$ cat src/rtl/fios_res_collector.sv
// fios_res_collector: gathers the s raw result words leaving the last FIOS PE
// into a local buffer, then streams them LSW-first over a valid/ready port.
// Optional feature macro: FIOS_RES_CARRY_PROP_EN (propagate word carries while
// collecting; otherwise upper raw bits must be zero and res_carry_o is tied 0).
module fios_res_collector #(
  parameter int unsigned s      = 16,
  parameter int unsigned WORD_W = 17,
  parameter int unsigned RES_W  = 34
) (
  input  logic                    clock_i,
  input  logic                    reset_n_i,
  input  logic                    RES_push_i,
  input  logic [RES_W-1:0]        RES_i,
  input  logic                    done_i,
  output logic [WORD_W-1:0]       res_word_o,
  output logic                    res_valid_o,
  input  logic                    res_ready_i,
  output logic                    res_last_o,
  output logic [RES_W-WORD_W-1:0] res_carry_o,
  output logic                    busy_o,
  output logic                    err_o
);

  localparam int unsigned CW      = $clog2(s) + 1;
  localparam int unsigned AW      = (s > 1) ? $clog2(s) : 1;
  localparam int unsigned CARRY_W = RES_W - WORD_W;
  localparam logic [CW-1:0] LAST_IDX = CW'(s - 1);

  typedef enum logic [1:0] {IDLE, COLLECT, DRAIN} state_t;

  state_t            state, state_n;
  logic [CW-1:0]     wr_cnt, wr_cnt_n;
  logic [CW-1:0]     rd_cnt, rd_cnt_n;
  logic              wr_en;
  logic [AW-1:0]     wr_idx;
  logic              take0;
  logic              err_set;
  logic [WORD_W-1:0] digit;
  logic [WORD_W-1:0] mem [s];

  // State, counters and sticky error register
  always_ff @(posedge clock_i or negedge reset_n_i) begin
    if (!reset_n_i) begin
      state  <= IDLE;
      wr_cnt <= '0;
      rd_cnt <= '0;
      err_o  <= 1'b0;
    end else begin
      state  <= state_n;
      wr_cnt <= wr_cnt_n;
      rd_cnt <= rd_cnt_n;
      err_o  <= err_o | err_set;
    end
  end

  // Next-state, write control and protocol error detection
  always_comb begin
    state_n  = state;
    wr_cnt_n = wr_cnt;
    rd_cnt_n = rd_cnt;
    wr_en    = 1'b0;
    wr_idx   = '0;
    take0    = 1'b0;
    err_set  = 1'b0;
    unique case (state)
      IDLE: begin
        if (RES_push_i) take0 = 1'b1;
        else if (done_i) err_set = 1'b1;
      end
      COLLECT: begin
        if (RES_push_i) begin
          wr_en  = 1'b1;
          wr_idx = wr_cnt[AW-1:0];
          if (wr_cnt == LAST_IDX) begin
            wr_cnt_n = '0;
            if (done_i) begin
              state_n  = DRAIN;
              rd_cnt_n = '0;
            end else begin
              err_set = 1'b1;
              state_n = IDLE;
            end
          end else if (done_i) begin
            err_set  = 1'b1;
            state_n  = IDLE;
            wr_cnt_n = '0;
          end else begin
            wr_cnt_n = wr_cnt + CW'(1);
          end
        end else if (done_i) begin
          err_set  = 1'b1;
          state_n  = IDLE;
          wr_cnt_n = '0;
        end
      end
      DRAIN: begin
        if (res_ready_i) begin
          rd_cnt_n = rd_cnt + CW'(1);
          if (rd_cnt == LAST_IDX) begin
            state_n  = IDLE;
            rd_cnt_n = '0;
            take0    = RES_push_i;
          end
        end
        // A push is only legal when it overlaps the final handshake
        if (RES_push_i && !(res_ready_i && rd_cnt == LAST_IDX)) err_set = 1'b1;
      end
      default: state_n = IDLE;
    endcase
    // Word 0 of a new result, either from IDLE or overlapping the final drain beat
    if (take0) begin
      wr_en  = 1'b1;
      wr_idx = '0;
      if (s == 1) begin
        if (done_i) begin
          state_n  = DRAIN;
          rd_cnt_n = '0;
        end else begin
          err_set = 1'b1;
          state_n = IDLE;
        end
        wr_cnt_n = '0;
      end else if (done_i) begin
        err_set  = 1'b1;
        state_n  = IDLE;
        wr_cnt_n = '0;
      end else begin
        state_n  = COLLECT;
        wr_cnt_n = CW'(1);
      end
    end
`ifndef FIOS_RES_CARRY_PROP_EN
    if (wr_en && (|RES_i[RES_W-1:WORD_W])) err_set = 1'b1;
`endif
  end

`ifdef FIOS_RES_CARRY_PROP_EN
  logic [CARRY_W-1:0] carry_reg, carry_in, carry_nxt;
  logic [RES_W:0]     sum;

  assign carry_in  = (wr_idx == '0) ? '0 : carry_reg;
  assign sum       = {1'b0, RES_i} + {{(WORD_W + 1){1'b0}}, carry_in};
  assign digit     = sum[WORD_W-1:0];
  assign carry_nxt = CARRY_W'(sum >> WORD_W);

  // Running carry between consecutive result words
  always_ff @(posedge clock_i or negedge reset_n_i) begin
    if (!reset_n_i) carry_reg <= '0;
    else if (wr_en) carry_reg <= carry_nxt;
  end

  assign res_carry_o = res_last_o ? carry_reg : '0;
`else
  assign digit       = RES_i[WORD_W-1:0];
  assign res_carry_o = '0;
`endif

  // Result buffer; contents are don't-care out of reset
  always_ff @(posedge clock_i) begin
    if (wr_en) mem[wr_idx] <= digit;
  end

  assign res_valid_o = (state == DRAIN);
  assign res_word_o  = res_valid_o ? mem[rd_cnt[AW-1:0]] : '0;
  assign res_last_o  = res_valid_o && (rd_cnt == LAST_IDX);
  assign busy_o      = (state != IDLE);

endmodule

$ cat config.mk
export PLATFORM = sky130hd
export DESIGN_NAME = fios_res_collector
export DESIGN_NICKNAME = d
export VERILOG_FILES = /design/src/rtl/fios_res_collector.sv
export SDC_FILE = /design/constraint.sdc
export NUM_CORES = 1
export LEC_CHECK = 0
export CAP_MARGIN = 5
export CORE_ASPECT_RATIO = 0.6
export CORE_UTILIZATION = 61
export CTS_BUF_LIST = sky130_fd_sc_hd__clkbuf_4
export DETAILED_ROUTE_END_ITERATION = 7
export PLACE_DENSITY = 0.93
export SKIP_CTS_REPAIR_TIMING = 1
export SYNTH_ARGS = -nofsm -noshare
export SYNTH_HDL_FRONTEND = slang
export SYNTH_SLANG_ARGS = --single-unit
export TNS_END_PERCENT = 5
$ cat constraint.sdc
create_clock -name clock_i -period 3.9 [get_ports clock_i]
set_input_delay 0.975 -clock clock_i [delete_from_list [all_inputs] [get_ports clock_i]]
set_output_delay 0.975 -clock clock_i [all_outputs]
set_load 0.02 [all_outputs]
==> run metrics, run 1 <==
Post-synth EDFFs=272; reg2reg start=rd_cnt[1]; failing checks=negative setup slack; Tot GR Track Use=26.13%; layout net count=851; initial antenna violation count=2; Top delay family on crit path=buffers and inverters; CP dominant cell by count=buf_4; via count=6814; first drt pass iteration count=5; r2r setup slk=0.89 ns; Final setup viols=7; worst path arrival time=3.04 ns; MaxCap Viol Count=0; vias per cell=6.223; commonest non-fill, non-tap cells in the layout=edfxtp_1, mux2i_1, clkbuf_4; register area share after synthesis=72.44%; final hold viol count=0; R2R depth=6; clock tree buffer depth=3; FFs w/ async S/R, synth=4.561%; gr ovfl total=0; WP depth=7; DR WL/cell=23.23 um; Psw=1.428 mW; first-pass GRT wire length=38140 um; Multi-input gate area=2925 sq um; layout cells sized above 1=20.75%; CP Cell Sequence=buf_4 > nor2b_1 > buf_4 > a22oi_1 > nand2_1 > o21ai_1 > clkdlybuf4s50_1; Clock transition at path regs=0.07 ns; share of the synthesized area in the top cell type=69.66%; hold_sp=err_o; Setup CP Type=reg2out; Final Power=6.093 mW; combinational power share=7.6%; leakage power=4.470 nW; area delta synth->final=14.72%; VDD IR-drop max=328.4 uV; Final Cycle Share=103.0%; WHS Endpoint=err_o; Yosys cell types=56; worst clock skew=0.02615 ns; Clk pwr share=36.6%; core area=18450 sq um; total CTS buffers=60; Seq cells post-synth=285; status=complete, but fails checks; Die Span X=181.0 um; Sequential Area=8499 sq um; pwr/cell area=453.0 nW/um^2; Die Height=109.4 um; Crit. End Element=primary output; DRC viols=0; slowest cell on the critical path=clkdlybuf4s50_1; Area contributors post-synth=edfxtp_1, mux2i_1, a22oi_1; CTS Root Cell=clkbuf_4; CTS tree=yes; cells after synthesis=686; largest stage delay on the critical path=0.63 ns; DR iter-0 viols=686; Worst Slack Setup Final=-0.1180 ns; yosys warns=0; CP startpoint=rd_cnt[0]; Tmin final=4.018 ns; Max Freq=248.9 MHz; Worst-Skew Late Latency=0.68 ns; Least-Margin Pin Slew=0.7024 ns; Max Slew Vio Count=0; H-tree levels=2; hold depth=2; crit path max fanout=17; largest net degree at the start of global routing=44; RSZ-0062 raised after global routing=true; fill cell count=1080; die area=19800 sq um; commonest non-fill, non-tap cell in the layout=edfxtp_1; ANT nets after route=0; io pins=77; Hold Path Class=reg2reg; Worst Setup Start Kind=flop; post-DP HPWL=15670 um; Worst Path Required=2.92 ns; final WL=25440 um; ys flop type=edfxtp_1; CTS sink count=285; Placer Congestion=0.8666; vias in the first global route=6932; Reg2Reg Capture Point=mem[2][15]; sequential power share=55.8%; Rel. slew slack=53.03%; syn_area_per_cell=17.09 sq um; WP buf/inv=3; Initial Utilization=63.56%; Int Pwr=4.665 mW; synthesized area=11720 sq um; Rows=38; IO buf count=59; switching part of the total=23.44%; post-synth top area cell=edfxtp_1; post-layout util=72.91%
-- layer usage --
| metal | vias up | wire, um | global-route usage, % |
|---|---|---|---|
| li1 | 2971 | - | - |
| met1 | 3376 | 10140 | 35.26 |
| met2 | 418 | 12320 | 42.83 |
| met3 | 49 | 2476 | 6.028 |
| met4 | 0 | 501 | 9.019 |
| met5 | - | 0 | 0 |
-- how the worst max path moves through the flow --
stage / to
after floorplan: mem[1][0]
after global placement: res_word_o[0]
after detailed placement: res_word_o[0]
after CTS: res_word_o[9]
after global routing: res_word_o[11]
final: res_word_o[9]
-- cell families after synthesis --
group	Yosys count	synth area share (%)
other	1	0.03198
XOR/XNOR	1	0.07471
AND/OR/NAND/NOR	121	5.698
flip-flops	285	72.44
AO/OA/AOI/OAI	95	5.784
buffers and inverters	59	3.500
multiplexers	121	12.15
adder cells (fa/ha/maj)	3	0.3202
-- worst register-to-register path, stage by stage (launching register included) --
cell and delay, ns:
dfrtp_4 0.63, buf_12 0.32, ha_1 0.28, and4b_4 0.28, a31oi_1 0.22, a2111oi_4 0.66, buf_4 0.31
-- cells in the mapped netlist (2+ instances only) --
cell	number
nand2b_1	21
a22oi_1	51
mux2i_1	103
nor2_1	17
nand3_1	19
buf_6	4
nor4_1	5
buf_8	3
inv_1	4
o21ai_1	11
o21ai_0	10
a211oi_1	2
nor3b_1	3
or3_1	4
dfrtp_1	13
nand4_1	2
a21o_1	2
buf_4	30
nor2_2	4
edfxtp_1	272
nor2b_1	6
ha_1	3
a21oi_1	4
mux4_2	17
a32o_1	2
nand2_1	26
and3_1	3
o2bb2ai_1	2
buf_2	10
clkbuf_1	6
o22ai_1	2
-- state kept, by name, summed over array words and instances, names as in the netlist --
| name | count |
|---|---|
| err_o | 1 |
| rd_cnt | 5 |
| mem | 272 |
| wr_cnt | 5 |
| state | 2 |
-- final cells by class --
class	count	area share (%)
Sequential cell	285	63.19
Inverter	5	0.1395
Timing Repair Buffer	99	6.949
Clock buffer	89	4.967
Clock inverter	17	0.7349
Antenna cell	2	0.03721
Tap cell	240	2.233
Multi-Input combinational cell	358	21.75
-- metrics by stage --
| stage | TNS, ns | std cells | instance area (sq um) | setup WS [ns] | hold WS [ns] |
|---|---|---|---|---|---|
| 4_1_cts | -3.504 | 1092 | 13400 | -0.2802 | 0.5222 |
| 3_5_place_dp | 0 | 986 | 12630 | 0.4899 | 0.5064 |
| 3_3_place_gp | 0 | 986 | 12630 | 0.5851 | 0.4938 |
| 6_report | -0.4069 | 1095 | 13450 | -0.1180 | 0.5167 |
| 2_1_floorplan | 0 | 702 | 11790 | 0.5209 | 0.4919 |
| 5_1_grt | -2.044 | 1095 | 13450 | -0.2957 | 0.5384 |
-- power by group through the flow --
stage | logic [mW] | clock network (mW) | registers, mW
6_report | 0.465 | 2.23 | 3.40
5_1_grt | 0.495 | 2.40 | 3.40
4_1_cts | 0.455 | 2.26 | 3.40
3_5_place_dp | 0.452 | 0 | 3.46
3_3_place_gp | 0.426 | 0 | 3.46
2_1_floorplan | 0.280 | 0 | 3.45
Power figures use the tool's default switching activity.
==> run 2, diff against run 1 <==
==> constraint.sdc (replaced) <==
create_clock -name clock_i -period 3.9 [get_ports clock_i]
set_input_delay 0.975 -clock clock_i [delete_from_list [all_inputs] [get_ports clock_i]]
set_output_delay 0.975 -clock clock_i [all_outputs]
set_load 0.1 [all_outputs]
==> run metrics, run 2 (same netlist as run 1, synthesis figures left out) <==
status=finished, final reports clean; CTS sink count=285; Rel. slew slack=34.66%; io pins=77; largest registers=mem x272, rd_cnt x5, wr_cnt x5; Worst Setup Start Kind=flop; Final Power=6.063 mW; reg2reg start=rd_cnt[1]; via count=6714; Tmin final=3.773 ns; final non-filler cell total=1080; commonest non-fill, non-tap cell in the layout=edfxtp_1; Die Height=109.4 um; post-DP HPWL=15890 um; core area=18450 sq um; total CTS buffers=60; antenna cells=0; commonest non-fill, non-tap cells in the layout=edfxtp_1, mux2i_1, clkbuf_4; worst path arrival time=2.80 ns; IO buf count=59; MaxCap Viol Count=0; RSZ-0062 raised after global routing=false; worst clock skew=0.02974 ns; first drt pass iteration count=5; hold_sp=err_o; DRC viols=0; final hold viol count=0; DR WL/cell=23.41 um; area delta synth->final=15.38%; Worst Path Required=2.92 ns; ANT nets after route=0; CTS tree=yes; Final setup viols=0; crit path max fanout=41; Clock transition at path regs=0.08 ns; Max Slew Vio Count=0; final WL=25290 um; Least-Margin Pin Slew=0.9770 ns; post-layout util=73.33%; first-pass GRT wire length=38370 um; Placer Congestion=0.8751; leakage power=4.361 nW; clock tree buffer depth=3; CP startpoint=rd_cnt[1]; layout net count=843; CTS Root Cell=clkbuf_4; Hold Path Class=reg2reg; gr ovfl total=0; initial antenna violation count=0; DR iter-0 viols=872; vias per cell=6.217; Crit. End Element=primary output; Die Span X=181.0 um; Final Cycle Share=96.75%; VDD IR-drop max=279.5 uV; placed insts=978; layout cells sized above 1=22.62%; Rows=38; Most flops, register=mem; Tot GR Track Use=26.05%; H-tree levels=2; Setup CP Type=reg2out; largest net degree at the start of global routing=44; vias in the first global route=6846; die area=19800 sq um; Max Freq=265.0 MHz; Initial Utilization=63.56%; Worst-Skew Late Latency=0.64 ns; pwr/cell area=448.2 nW/um^2; max reg flops=272
[run 2: path summary, 6_finish.rpt]
kind | cells past startpoint | slack (ns) | endpoint
worst max-delay path | 6 | 0.13 | res_word_o[7]
worst min-delay path | 2 | 0.55 | err_o
worst max register to register | 6 | 0.80 | mem[2][16]
worst min register to register | 2 | 0.55 | err_o
max in group asynchronous | 1 | 2.69 | rd_cnt[0]
min in group asynchronous | 1 | 0.73 | rd_cnt[4]
[run 2: layer usage]
| metal | track usage [%] | vias to the layer above | part of all wire, % |
|---|---|---|---|
| li1 | - | 2942 | - |
| met2 | 41.86 | 417 | 47 |
| met4 | 7.446 | 0 | 1.6 |
| met1 | 36.17 | 3308 | 41 |
| met5 | 0 | - | 0 |
| met3 | 6.327 | 47 | 10 |
[run 2: area by class of cell]
cell class | count | area, sq um
clock inverters | 7 | 26.28
inverters | 5 | 18.77
well taps | 240 | 300.3
multi-input cells | 358 | 2943
repair buffers | 91 | 1033
clock buffers | 94 | 705.7
flip-flops and latches | 285 | 8501
fillers | 1068 | 4920
[run 2: per-stage QoR]
stage | setup WS, ns | hold WS [ns] | instance area, sq um | TNS (ns)
after global placement | 0.5843 | 0.4891 | 12730 | 0
after CTS | -0.1509 | 0.5459 | 13460 | -0.9888
final | 0.1266 | 0.5501 | 13530 | 0
after global routing | 0.01460 | 0.5647 | 13530 | 0
after detailed placement | 0.4791 | 0.5276 | 12730 | 0
after floorplan | -0.4311 | 0.4919 | 11790 | -3.018
[run 2: power breakdown]
group / leakage (nW) / internal (mW) / total [mW] / switching, mW
sequential: 2.62 / 3.38 / 3.41 / 0.0281
clock: 0.443 / 1.08 / 2.15 / 1.07
combinational: 1.29 / 0.167 / 0.510 / 0.342
[run 2: worst max-delay path: stages (launching register included)]
cell and delay [ns]:
dfrtp_4 0.75, buf_16 0.31, mux2i_1 0.13, a22oi_1 0.22
nand2_1 0.11, o21ai_1 0.37, buf_12 0.23
==> run 3, diff against run 2 <==
--- a/config.mk
+++ b/config.mk
@@ -5,12 +5,12 @@
 export SDC_FILE = /design/constraint.sdc
 export NUM_CORES = 1
 export LEC_CHECK = 0
+export ABC_AREA = 1
 export CAP_MARGIN = 5
-export CORE_ASPECT_RATIO = 0.6
-export CORE_UTILIZATION = 61
+export CORE_UTILIZATION = 62
 export CTS_BUF_LIST = sky130_fd_sc_hd__clkbuf_4
 export DETAILED_ROUTE_END_ITERATION = 7
-export PLACE_DENSITY = 0.93
+export PLACE_DENSITY = 0.94
 export SKIP_CTS_REPAIR_TIMING = 1
 export SYNTH_ARGS = -nofsm -noshare
 export SYNTH_HDL_FRONTEND = slang
==> run metrics, run 3 <==
Die Span X=145.6 um; slowest cell on the critical path=dfrtp_4; Most flops, register=mem; pwr/cell area=409.0 nW/um^2; vias per cell=5.670; cells after synthesis=1309; initial antenna violation count=2; largest net degree at the start of global routing=132; reg2reg start=rd_cnt[1]; Least-Margin Pin Slew=0.9742 ns; layout cells sized above 1=12.96%; commonest non-fill, non-tap cells in the layout=nand2_1, edfxtp_1, inv_1; first drt pass iteration count=6; CTS tree=yes; H-tree levels=3; Die Height=145.6 um; FFs w/ async S/R, synth=4.561%; gr ovfl total=0; CTS sink count=285; DR WL/cell=18.94 um; fill cell count=1217; syn_area_per_cell=9.766 sq um; CP dominant cell by count=nand2_1; RSZ-0062 raised after global routing=false; VDD IR-drop max=226.3 uV; clock tree buffer depth=3; layout net count=1463; Tmin final=3.791 ns; largest registers=mem x272, rd_cnt x5, wr_cnt x5; status=finished, final reports clean; core area=20230 sq um; Worst-Skew Late Latency=0.67 ns; max reg flops=272; die area=21200 sq um; Worst Setup Start Kind=flop; via count=9848; ys flop type=edfxtp_1; placed insts=1618; largest stage delay on the critical path=0.56 ns; Initial Utilization=63.18%; Crit. End Element=primary output; Top delay family on crit path=simple AND/OR/NAND/NOR gates; final WL=32900 um; DR iter-0 viols=1211; worst clock skew=0.03848 ns; Max Slew Vio Count=0; hold_sp=rd_cnt[4]; CP Cell Sequence=buf_16 > nand2_1 > nand3_1 > nand2_1 > nand2_1 > nand2_1 > inv_1 > a21oi_1 > buf_12; final non-filler cell total=1737; commonest non-fill, non-tap cell in the layout=nand2_1; Worst Path Required=2.92 ns; Rows=52; Rel. slew slack=34.85%; Multi-input gate area=3202 sq um; first-pass GRT wire length=50980 um; Final setup viols=0; Final Cycle Share=97.22%; register area share after synthesis=66.44%; Sequential Area=8498 sq um; CP startpoint=rd_cnt[0]; share of the synthesized area in the top cell type=63.89%; MaxCap Viol Count=0; vias in the first global route=10100; ANT nets after route=0; Setup CP Type=reg2out; WP buf/inv=3; Clock transition at path regs=0.06 ns; post-DP HPWL=18800 um; Tot GR Track Use=31.85%; IO buf count=59; Setup TNS=0 ns; Max Freq=263.7 MHz; post-synth top area cell=edfxtp_1; crit path max fanout=131; count leader, synth=nand2_1; Yosys cell types=27; Placer Congestion=0.8950; Seq cells post-synth=285; leakage power=6.496 nW; Post-synth EDFFs=272; synth cell count leaders=nand2_1, edfxtp_1, inv_1; area delta synth->final=15.33%; DRC viols=0; synthesized area=12780 sq um; final hold viol count=0; CTS Root Cell=clkbuf_4; total CTS buffers=71; io pins=77; Hold Path Class=reg2reg; worst path arrival time=2.82 ns; yosys warns=0; Area contributors post-synth=edfxtp_1, nand2_1, inv_1
==> run 3: changes by cell type after synthesis, sizes merged, moves of 17 or more <==
cell and delta:
a22oi -52, mux2i -103, nand2b -21, inv +205, nand2 +476, nand3 +130
nor2 +19, mux4 -17
==> run 3: per-layer routing <==
| metal | GRT usage [%] | part of all wire (%) | up-vias |
|---|---|---|---|
| met3 | 9.248 | 12 | 187 |
| met2 | 50.53 | 47 | 786 |
| li1 | - | - | 4395 |
| met4 | 22.05 | 6.7 | 2 |
| met1 | 37.83 | 34 | 4478 |
| met5 | 0 | 0.040 | - |
==> run 3: logic make-up after synthesis <==
logic type / Yosys count / synth area share [%]
other: 1 / 0.02933
adders and majority gates: 3 / 0.2937
DFF: 285 / 66.44
buffers and inverters: 283 / 9.386
and+or+nand+nor: 711 / 22.78
AOI/OAI and AO/OA: 25 / 1.008
xor gates and xnor gates: 1 / 0.06853
==> run 3: cell type report <==
class	count	share of cell area [%]
Clock inverter	18	0.6450
Clock buffer	100	5.092
Timing Repair Buffer	95	7.188
Multi-Input combinational cell	757	21.72
Inverter	211	5.406
Tap cell	270	2.291
Sequential cell	285	57.64
Antenna cell	1	0.01697
==> run 3: per-stage QoR <==
stage | power (mW) | area, sq um | worst slack (ns) | hold slack (ns) | utilization (%)
floorplan | 3.598 | 12840 | -0.3574 | 0.4848 | -
global placement | 3.682 | 13860 | 0.7398 | 0.5024 | 68.51
detailed placement | 3.692 | 13860 | 0.6944 | 0.5240 | 68.51
CTS | 6.037 | 14710 | -0.01439 | 0.5365 | 72.69
global route | 6.210 | 14740 | 0.008021 | 0.5731 | 72.86
finish | 6.031 | 14740 | 0.1085 | 0.5371 | 72.86
==> run 3: worst paths after layout <==
check	endpoint	slack, ns	cells after the start
setup / recovery	res_word_o[15]	0.11	9
hold / removal	rd_cnt[4]	0.54	2
setup reg to reg	mem[0][1]	1.21	11
hold reg to reg	rd_cnt[4]	0.54	2
max in group asynchronous	rd_cnt[0]	2.70	1
min in group asynchronous	rd_cnt[3]	0.73	1
==> run 3: tightest hold or removal path, cell delays in order (launching register included) <==
cell     delay, ns
dfrtp_1       0.36
inv_1         0.09
a21oi_1       0.05
==> run 3: power by group <==
group / internal [mW] / switching, mW
combinational: 0.0518 / 0.183
sequential: 3.38 / 0.0131
clock: 1.24 / 1.16
